## config.mk

```make
export PLATFORM = sky130hd
export DESIGN_NAME = display_timings
export DESIGN_NICKNAME = d
export VERILOG_FILES = /design/src/rtl/display_timings.sv
export SDC_FILE = /design/constraint.sdc
export NUM_CORES = 1
export LEC_CHECK = 0
export CAP_MARGIN = 20
export CORE_MARGIN = 5
export CORE_UTILIZATION = 54
export CTS_BUF_LIST = sky130_fd_sc_hd__clkbuf_2 sky130_fd_sc_hd__clkbuf_4 sky130_fd_sc_hd__clkbuf_8
export DETAILED_ROUTE_END_ITERATION = 12
export GPL_TIMING_DRIVEN = 1
export PLACE_DENSITY = 0.82
export SYNTH_ARGS = -nofsm -noshare
export SYNTH_HDL_FRONTEND = slang
export SYNTH_SLANG_ARGS = --single-unit
```

## constraint.sdc

```tcl
create_clock -name i_pix_clk -period 3.3 [get_ports i_pix_clk]
set_clock_uncertainty 0.2 [all_clocks]
set_input_delay 0.99 -clock i_pix_clk [delete_from_list [all_inputs] [get_ports i_pix_clk]]
set_output_delay 0.99 -clock i_pix_clk [all_outputs]
set_load 0.005 [all_outputs]
```

## src/rtl/display_timings.sv

```systemverilog
// Free-running pixel/line timing generator: coordinates, syncs, data enable and frame/line strobes.
// Optional frame counter port o_frame_cnt is built when DISPLAY_TIMINGS_FRAME_CNT_EN is defined.
`timescale 1ns/1ps
module display_timings #(
  parameter int H_RES  = 640,
  parameter int H_FP   = 16,
  parameter int H_SYNC = 96,
  parameter int H_BP   = 48,
  parameter int H_POL  = 0,
  parameter int V_RES  = 480,
  parameter int V_FP   = 10,
  parameter int V_SYNC = 2,
  parameter int V_BP   = 33,
  parameter int V_POL  = 0
) (
  input  logic        i_pix_clk,
  input  logic        i_rst_n,
  output logic        o_hs,
  output logic        o_vs,
  output logic        o_de,
  output logic        o_frame,
  output logic        o_line,
  output logic [15:0] o_x,
  output logic [15:0] o_y
`ifdef DISPLAY_TIMINGS_FRAME_CNT_EN
  ,
  output logic [15:0] o_frame_cnt
`endif
);

  localparam int H_TOTAL = H_RES + H_FP + H_SYNC + H_BP;
  localparam int V_TOTAL = V_RES + V_FP + V_SYNC + V_BP;

  generate
    if (H_TOTAL > 65535 || V_TOTAL > 65535) begin : g_total_check
      $error("display_timings: H_TOTAL/V_TOTAL must not exceed 65535");
    end
  endgenerate

  localparam logic [15:0] L_H_LAST   = 16'(H_TOTAL - 1);
  localparam logic [15:0] L_V_LAST   = 16'(V_TOTAL - 1);
  localparam logic [15:0] L_H_RES    = 16'(H_RES);
  localparam logic [15:0] L_V_RES    = 16'(V_RES);
  localparam logic [15:0] L_HS_START = 16'(H_RES + H_FP);
  localparam logic [15:0] L_HS_END   = 16'(H_RES + H_FP + H_SYNC);
  localparam logic [15:0] L_VS_START = 16'(V_RES + V_FP);
  localparam logic [15:0] L_VS_END   = 16'(V_RES + V_FP + V_SYNC);
  localparam logic        L_HS_ACT   = (H_POL != 0);
  localparam logic        L_VS_ACT   = (V_POL != 0);

  logic [15:0] r_x;
  logic [15:0] r_y;
  logic        r_hs;
  logic        r_vs;
  logic        r_de;
  logic        r_frame;
  logic        r_line;

  logic [15:0] w_x_nxt;
  logic [15:0] w_y_nxt;
  logic        w_x_wrap;

  // Outputs are registered from the next-state coordinates so every output
  // describes the same pixel as o_x/o_y with no relative skew.
  assign w_x_wrap = (r_x == L_H_LAST);
  assign w_x_nxt  = w_x_wrap ? 16'd0 : r_x + 16'd1;
  assign w_y_nxt  = !w_x_wrap ? r_y : ((r_y == L_V_LAST) ? 16'd0 : r_y + 16'd1);

  always_ff @(posedge i_pix_clk or negedge i_rst_n) begin
    if (!i_rst_n) begin
      r_x     <= L_H_LAST;
      r_y     <= L_V_LAST;
      r_hs    <= !L_HS_ACT;
      r_vs    <= !L_VS_ACT;
      r_de    <= 1'b0;
      r_frame <= 1'b0;
      r_line  <= 1'b0;
    end else begin
      r_x     <= w_x_nxt;
      r_y     <= w_y_nxt;
      r_hs    <= ((w_x_nxt >= L_HS_START) && (w_x_nxt < L_HS_END)) ? L_HS_ACT : !L_HS_ACT;
      r_vs    <= ((w_y_nxt >= L_VS_START) && (w_y_nxt < L_VS_END)) ? L_VS_ACT : !L_VS_ACT;
      r_de    <= (w_x_nxt < L_H_RES) && (w_y_nxt < L_V_RES);
      r_frame <= (w_x_nxt == 16'd0) && (w_y_nxt == 16'd0);
      r_line  <= (w_x_nxt == 16'd0);
    end
  end

  assign o_x     = r_x;
  assign o_y     = r_y;
  assign o_hs    = r_hs;
  assign o_vs    = r_vs;
  assign o_de    = r_de;
  assign o_frame = r_frame;
  assign o_line  = r_line;

`ifdef DISPLAY_TIMINGS_FRAME_CNT_EN
  logic [15:0] r_frame_cnt;

  // Counts on the edge that raises o_frame, so the first frame reads 1.
  always_ff @(posedge i_pix_clk or negedge i_rst_n) begin
    if (!i_rst_n) begin
      r_frame_cnt <= 16'd0;
    end else if ((w_x_nxt == 16'd0) && (w_y_nxt == 16'd0)) begin
      r_frame_cnt <= r_frame_cnt + 16'd1;
    end
  end

  assign o_frame_cnt = r_frame_cnt;
`endif

endmodule
```

==> metrics.yaml, run 1 <==
critical_path:
  critPathKind: "reg -> reg"
  path_depth: 7
  r2r_slack_ns: 0.20
  worstReg2RegStart: "o_x[0]$_DFF_PN1_"
  cp_top_family: "simple AND/OR/NAND/NOR gates"
  r2r-end: "o_frame$_DFF_PN0_"
  reg2reg_depth: 7
  cp-endpoint: "o_frame$_DFF_PN0_"
  critPathLaunchType: "flip-flop"
  worst_ep_required_time_ns: 3.29
  crit_start: "o_x[0]$_DFF_PN1_"
  path_buf_inv: 0
  cpMaxStageDelayCell: "dfstp_2"
  slowest_delay_ns: 0.58
  crit_path_frequent_cell: "and4_1"
  crit_fanout: 6
  setup.worst_path.end_class: "flip-flop"
  arrival_ns: 3.09
  worstPathCellList: "ha_1 > and4_1 > and4_1 > nor2_2 > or4b_1 > or4_4 > nor4_2"
floorplanning:
  ios: 39
  dieWidth_um: 72.3
  die_h_um: 72.3
  start_util_pct: 56.3
  die_area_um2: 5220
  core_um2: 3720
  rows: 22
job:
  drv_cap: 0
finish:
  antennaDiodeCount: 0
  layout_commonest_cell: "clkdlybuf4s50_1"
  seqCellArea_um2: 941
  area_growth_pct: 26.5
  final_cell_mix: "clkdlybuf4s50_1, dfrtp_1, xnor2_1"
  nNetsFinal: 255
  fin_area_um2: 2650
  drive_gt1_share_pct: 14.7
  num-fill-cells: 290
  multi_input_comb_area_um2: 1060
  fin_util_pct: 71.3
pwr:
  cellLeakagePower_nw: 1.12
  sw_frac_of_total_pct: 19.4
  pwr-share-seq_pct: 51.5
  design_power_total_mw: 0.882
  p_clk_share_pct: 47.3
  intPower_mw: 0.710
  power.share.combinational_pct: 1.2
  switchingPower_mw: 0.171
  power-per-cell-area_nw_per_um2: 333
  worst_ir_drop_vdd_mv: 0.314
drt:
  antenna_left: 0
  detail_route.wl_per_cell_um: 16.1
  drc: 0
  drt-vias-per-instance: 5.89
  finalWirelength_um: 4810
  firstDrtPassIters: 4
  drt_iter0_markers: 135
  vias: 1762
timing:
  layout_min_cycle_time_ns: 3.10
  slew-limit-headroom_pct: 69.2
  fin_tns_setup_ns: 0
  setup-violations-final: 0
  fmax_mhz: 323
  worst_slack_ns: 0.200
  finalMaxSlewViolations: 0
  finalHoldViolCount: 0
  rsz0062_at_grt: "no"
  worst_pin_slew_ns: 0.462
  min_period_over_period_pct: 94.0
yosys:
  ys.flop_type: "dfrtp_1"
  syn_nets: 213
  synth-async-reset-ratio_pct: 100
  synth_area_leaders: "dfrtp_1, dfstp_2, xnor2_1"
  yosys_warnings: 0
  syn_inst: 208
  netlist.top_cell.by_area: "dfrtp_1"
  syn_area_per_cell_um2: 10.1
  synth_top_area_share_pct: 29.9
  netlist-cell-type-count: 51
  seq_area_frac_synth_pct: 44.9
  synth_edf_count: 0
  synth_area_um2: 2090
  ys_seq_elements: 37
global_route:
  grt_pass1_vias: 1624
  grt_max_degree: 38
  grt_pass1_wl_um: 8070
  grt.total_usage_pct: 19.5
  grt-ovfl-total: 0
  antenna_found_initial: 0
cts:
  cts-buffers-inserted: 5
  cts_setup_buffers: 0
  clock_path_buffers: 2
  cts_hold_buf: 0
  h-tree-depth: 2
  clockRootBuffer: "clkbuf_8"
  cts_tree: "yes"
  clock_latency_ns: 0.29
  cts_sinks: 37
  clk_pin_slew_ns: 0.08
  cts_resized: 0
worst_hold_path:
  hp-start: "o_y[2]$_DFF_PN1_"
  hold_class: "reg -> reg"
  min_path_cells: 1
place:
  place.gp.congestion: 0.849
  post-place-ws_ns: 0.228
  hpwl_um: 3470
  port-buffer-count: 38
  dpl-instance-area_um2: 2520
status:
  outcome: "completed"
## worst reg2reg max path, delay by kind of cell (launching register included)
| kind | cells | cell delay [ns] |
|---|---|---|
| flip-flops | 1 | 0.58 |
| AND/OR/NAND/NOR | 6 | 1.96 |
| adder cells (fa/ha/maj) | 1 | 0.26 |
## registers in the layout (all words and copies together), names as in the netlist
signal,cells
o_x,16
o_y,16
o_de,1
o_frame,1
o_hs,1
o_line,1
o_vs,1
## worst min-delay path by stage
stage          slack, ns                to
2_1_floorplan       0.31  o_x[0]$_DFF_PN1_
3_3_place_gp        0.34  o_x[0]$_DFF_PN1_
3_5_place_dp        0.33  o_x[0]$_DFF_PN1_
4_1_cts             0.36  o_x[0]$_DFF_PN1_
5_1_grt             0.39  o_y[2]$_DFF_PN1_
6_report            0.36  o_y[2]$_DFF_PN1_
## area by class of cell
cell class | instances | share of cell area, %
tap | 48 | 2.27
clock inverter | 1 | 1.13
clock buffer | 7 | 3.40
sequential | 37 | 35.5
multi-input combinational | 150 | 40.2
timing repair buffer | 42 | 15.5
inverter | 14 | 1.98
## metal layers
layer,wire length (µm),track usage [%]
met2,2120,27.9
met3,315,4.43
met1,2330,29.9
met4,43,4.38
met5,0,0
## power groups by stage
| stage | Sequential (mW) | Combinational, mW | Clock [mW] |
|---|---|---|---|
| after floorplan | 0.462 | 0.000000458 | 0 |
| after global placement | 0.462 | 0.0109 | 0 |
| after detailed placement | 0.462 | 0.0110 | 0 |
| after CTS | 0.454 | 0.0110 | 0.420 |
| after global routing | 0.454 | 0.0123 | 0.442 |
| final | 0.454 | 0.0103 | 0.417 |
## synthesized netlist by cell type (all sizes together) (2+ instances only)
cell and instances:
ha 3, o2bb2ai 2, nand4 12, nor4 9
and4 6, and3 6, nand3 12, nand2b 3
xor2 8, dfstp 12, dfrtp 25, a21oi 2
xnor2 15, nor3b 2, o21ai 6, nand3b 3
and4bb 2, nand2 12, inv 14, or3 3
clkbuf 4, o21a 2, nor2 11, buf 3
nor3 10, and2 2
## kinds of logic (layout without fill, tap and decap cells)
kind of cell | Yosys count | count (layout) | share of synthesized area (%)
AND/OR/NAND/NOR | 101 | 101 | 31.3
flip-flops | 37 | 37 | 44.9
XOR/XNOR | 23 | 23 | 9.62
AO/OA/AOI/OAI | 22 | 22 | 7.41
buffers and inverters | 21 | 64 | 4.48
adder cells (fa/ha/maj) | 3 | 3 | 1.79
multiplexers | 1 | 1 | 0.478
## stage by stage
step | cells | hold WS, ns
2_1_floorplan | 208 | 0.307
3_3_place_gp | 291 | 0.335
3_5_place_dp | 291 | 0.326
4_1_cts | 299 | 0.358
5_1_grt | 299 | 0.388
6_report | 299 | 0.364
No activity file was read; power rests on OpenSTA's default activity.
==> run 2, diff against run 1 <==
Settings changed: CORE_ASPECT_RATIO set to 0.7.
==> metrics.yaml, run 2 (synthesis results as in run 1) <==
critical_path:
  crit_start: "o_x[0]$_DFF_PN1_"
  setup.worst_path.end_class: "flip-flop"
  reg2reg_depth: 8
  r2r-end: "o_de$_DFF_PN0_"
  slowest_delay_ns: 0.59
  worstPathCellList: "ha_1 > and4_1 > and4_1 > buf_4 > nand2b_1 > o31a_1 > nor4_1 > and4bb_2"
  crit_path_frequent_cell: "and4_1"
  critPathLaunchType: "flip-flop"
  crit_fanout: 12
  cpMaxStageDelayCell: "dfstp_2"
  critPathKind: "reg -> reg"
  worstReg2RegStart: "o_x[0]$_DFF_PN1_"
  cp_top_family: "simple AND/OR/NAND/NOR gates"
  path_buf_inv: 1
  r2r_slack_ns: 0.12
  worst_ep_required_time_ns: 3.28
  arrival_ns: 3.16
floorplanning:
  ios: 39
  die_area_um2: 5240
  start_util_pct: 57.7
  die_h_um: 62.1
  rows: 18
  core_um2: 3630
  dieWidth_um: 84.4
cts:
  h-tree-depth: 2
  cts_tree: "yes"
  clk_pin_slew_ns: 0.08
  cts_sinks: 37
  clock_latency_ns: 0.29
  cts-buffers-inserted: 5
  clockRootBuffer: "clkbuf_8"
  clock_path_buffers: 2
  cts_setup_buffers: 0
worst_hold_path:
  hp-start: "o_x[0]$_DFF_PN1_"
  hold_class: "reg -> reg"
  min_path_cells: 1
  holdPathEnd: "o_x[0]$_DFF_PN1_"
timing:
  fin_tns_setup_ns: 0
  finalHoldViolCount: 0
  setup-violations-final: 0
  rsz0062_at_grt: "no"
  min_period_over_period_pct: 96.3
  slew-limit-headroom_pct: 68.9
  worst_slack_ns: 0.123
  worst_pin_slew_ns: 0.462
  hold_slack_ns: 0.360
  finalMaxSlewViolations: 0
  layout_min_cycle_time_ns: 3.18
  fmax_mhz: 315
pwr:
  cellLeakagePower_nw: 1.14
  worst_ir_drop_vdd_mv: 0.369
  power-per-cell-area_nw_per_um2: 351
finish:
  antennaDiodeCount: 0
  area_growth_pct: 27.6
  drive_gt1_share_pct: 14.3
  num-fill-cells: 259
  layout_commonest_cell: "clkdlybuf4s50_1"
  seqCellArea_um2: 941
  fin_util_pct: 73.7
  nNetsFinal: 255
  final_cell_mix: "clkdlybuf4s50_1, dfrtp_1, xnor2_1"
  fin_cells: 301
  multi_input_comb_area_um2: 1070
global_route:
  grt_pass1_wl_um: 8510
  grt-ovfl-total: 0
  grt.total_usage_pct: 20.8
  grt_pass1_vias: 1653
  antenna_found_initial: 0
  grt_max_degree: 38
drt:
  drt_iter0_markers: 148
  vias: 1801
  detail_route.wl_per_cell_um: 16.9
  antenna_left: 0
  drt-vias-per-instance: 5.98
  firstDrtPassIters: 4
  finalWirelength_um: 5100
  drc: 0
status:
  outcome: "completed"
place:
  hpwl_um: 3640
  post-place-ws_ns: 0.180
  place.gp.congestion: 0.938
  port-buffer-count: 38
  placedCellCount: 293
job:
  drv_cap: 0
run 2: changes by cell type in the layout (fill, tap and decap cells not counted), sizes merged:
cell / before / now
clkbuf: 7 / 5
bufinv: 1 / 2
inv: 14 / 15
run 2: worst register-to-register path: stages (launching register included):
cell and delay (ns):
dfstp_2 0.59, ha_1 0.17, and4_1 0.27, and4_1 0.39, buf_4 0.25, nand2b_1 0.14
o31a_1 0.34, nor4_1 0.44, and4bb_2 0.29
run 2: stage by stage:
stage,cell area [µm²],total power [mW]
5_1_grt,2670,0.971
3_3_place_gp,2520,0.473
4_1_cts,2660,0.943
6_report,2670,0.936
3_5_place_dp,2520,0.473
2_1_floorplan,2090,0.462
run 2: where the power goes:
group	switching, mW	internal, mW
sequential	0	0.454
clock	0.168	0.304
combinational	0.00829	0.00180
total	0.177	0.760
run 2: final cells by class:
| class | instances | area share (%) |
|---|---|---|
| clock buffers | 5 | 2.58 |
| clock inverters | 3 | 2.58 |
| inverters | 14 | 1.97 |
| multi-input cells | 150 | 40.0 |
| flip-flops and latches | 37 | 35.2 |
| well taps | 50 | 2.34 |
| repair buffers | 42 | 15.4 |
run 2: worst max-delay path by stage:
stage	to	cells past startpoint	slack, ns
2_1_floorplan	o_frame$_DFF_PN0_	8	0.39
3_3_place_gp	o_frame$_DFF_PN0_	9	0.25
3_5_place_dp	o_frame$_DFF_PN0_	9	0.18
4_1_cts	o_frame$_DFF_PN0_	9	0.13
5_1_grt	o_de$_DFF_PN0_	8	0.02
6_report	o_de$_DFF_PN0_	8	0.12
run 2: layer usage:
layer	wire (µm)	track usage (%)	vias up	share of wire [%]
li1	-	-	842	-
met1	2560	32.9	866	50
met2	2080	28.9	86	41
met3	416	5.01	7	8.2
met4	39	4.06	0	0.77
met5	0	0	-	0
run 2: timing repair:
| item | CTS | global route |
|---|---|---|
| hold buffers | 0 | 0 |
| endpoints found under the setup margin | 0 | 1 |
| endpoints found under the hold margin | 0 | 0 |
| resized for setup | 0 | 1 |
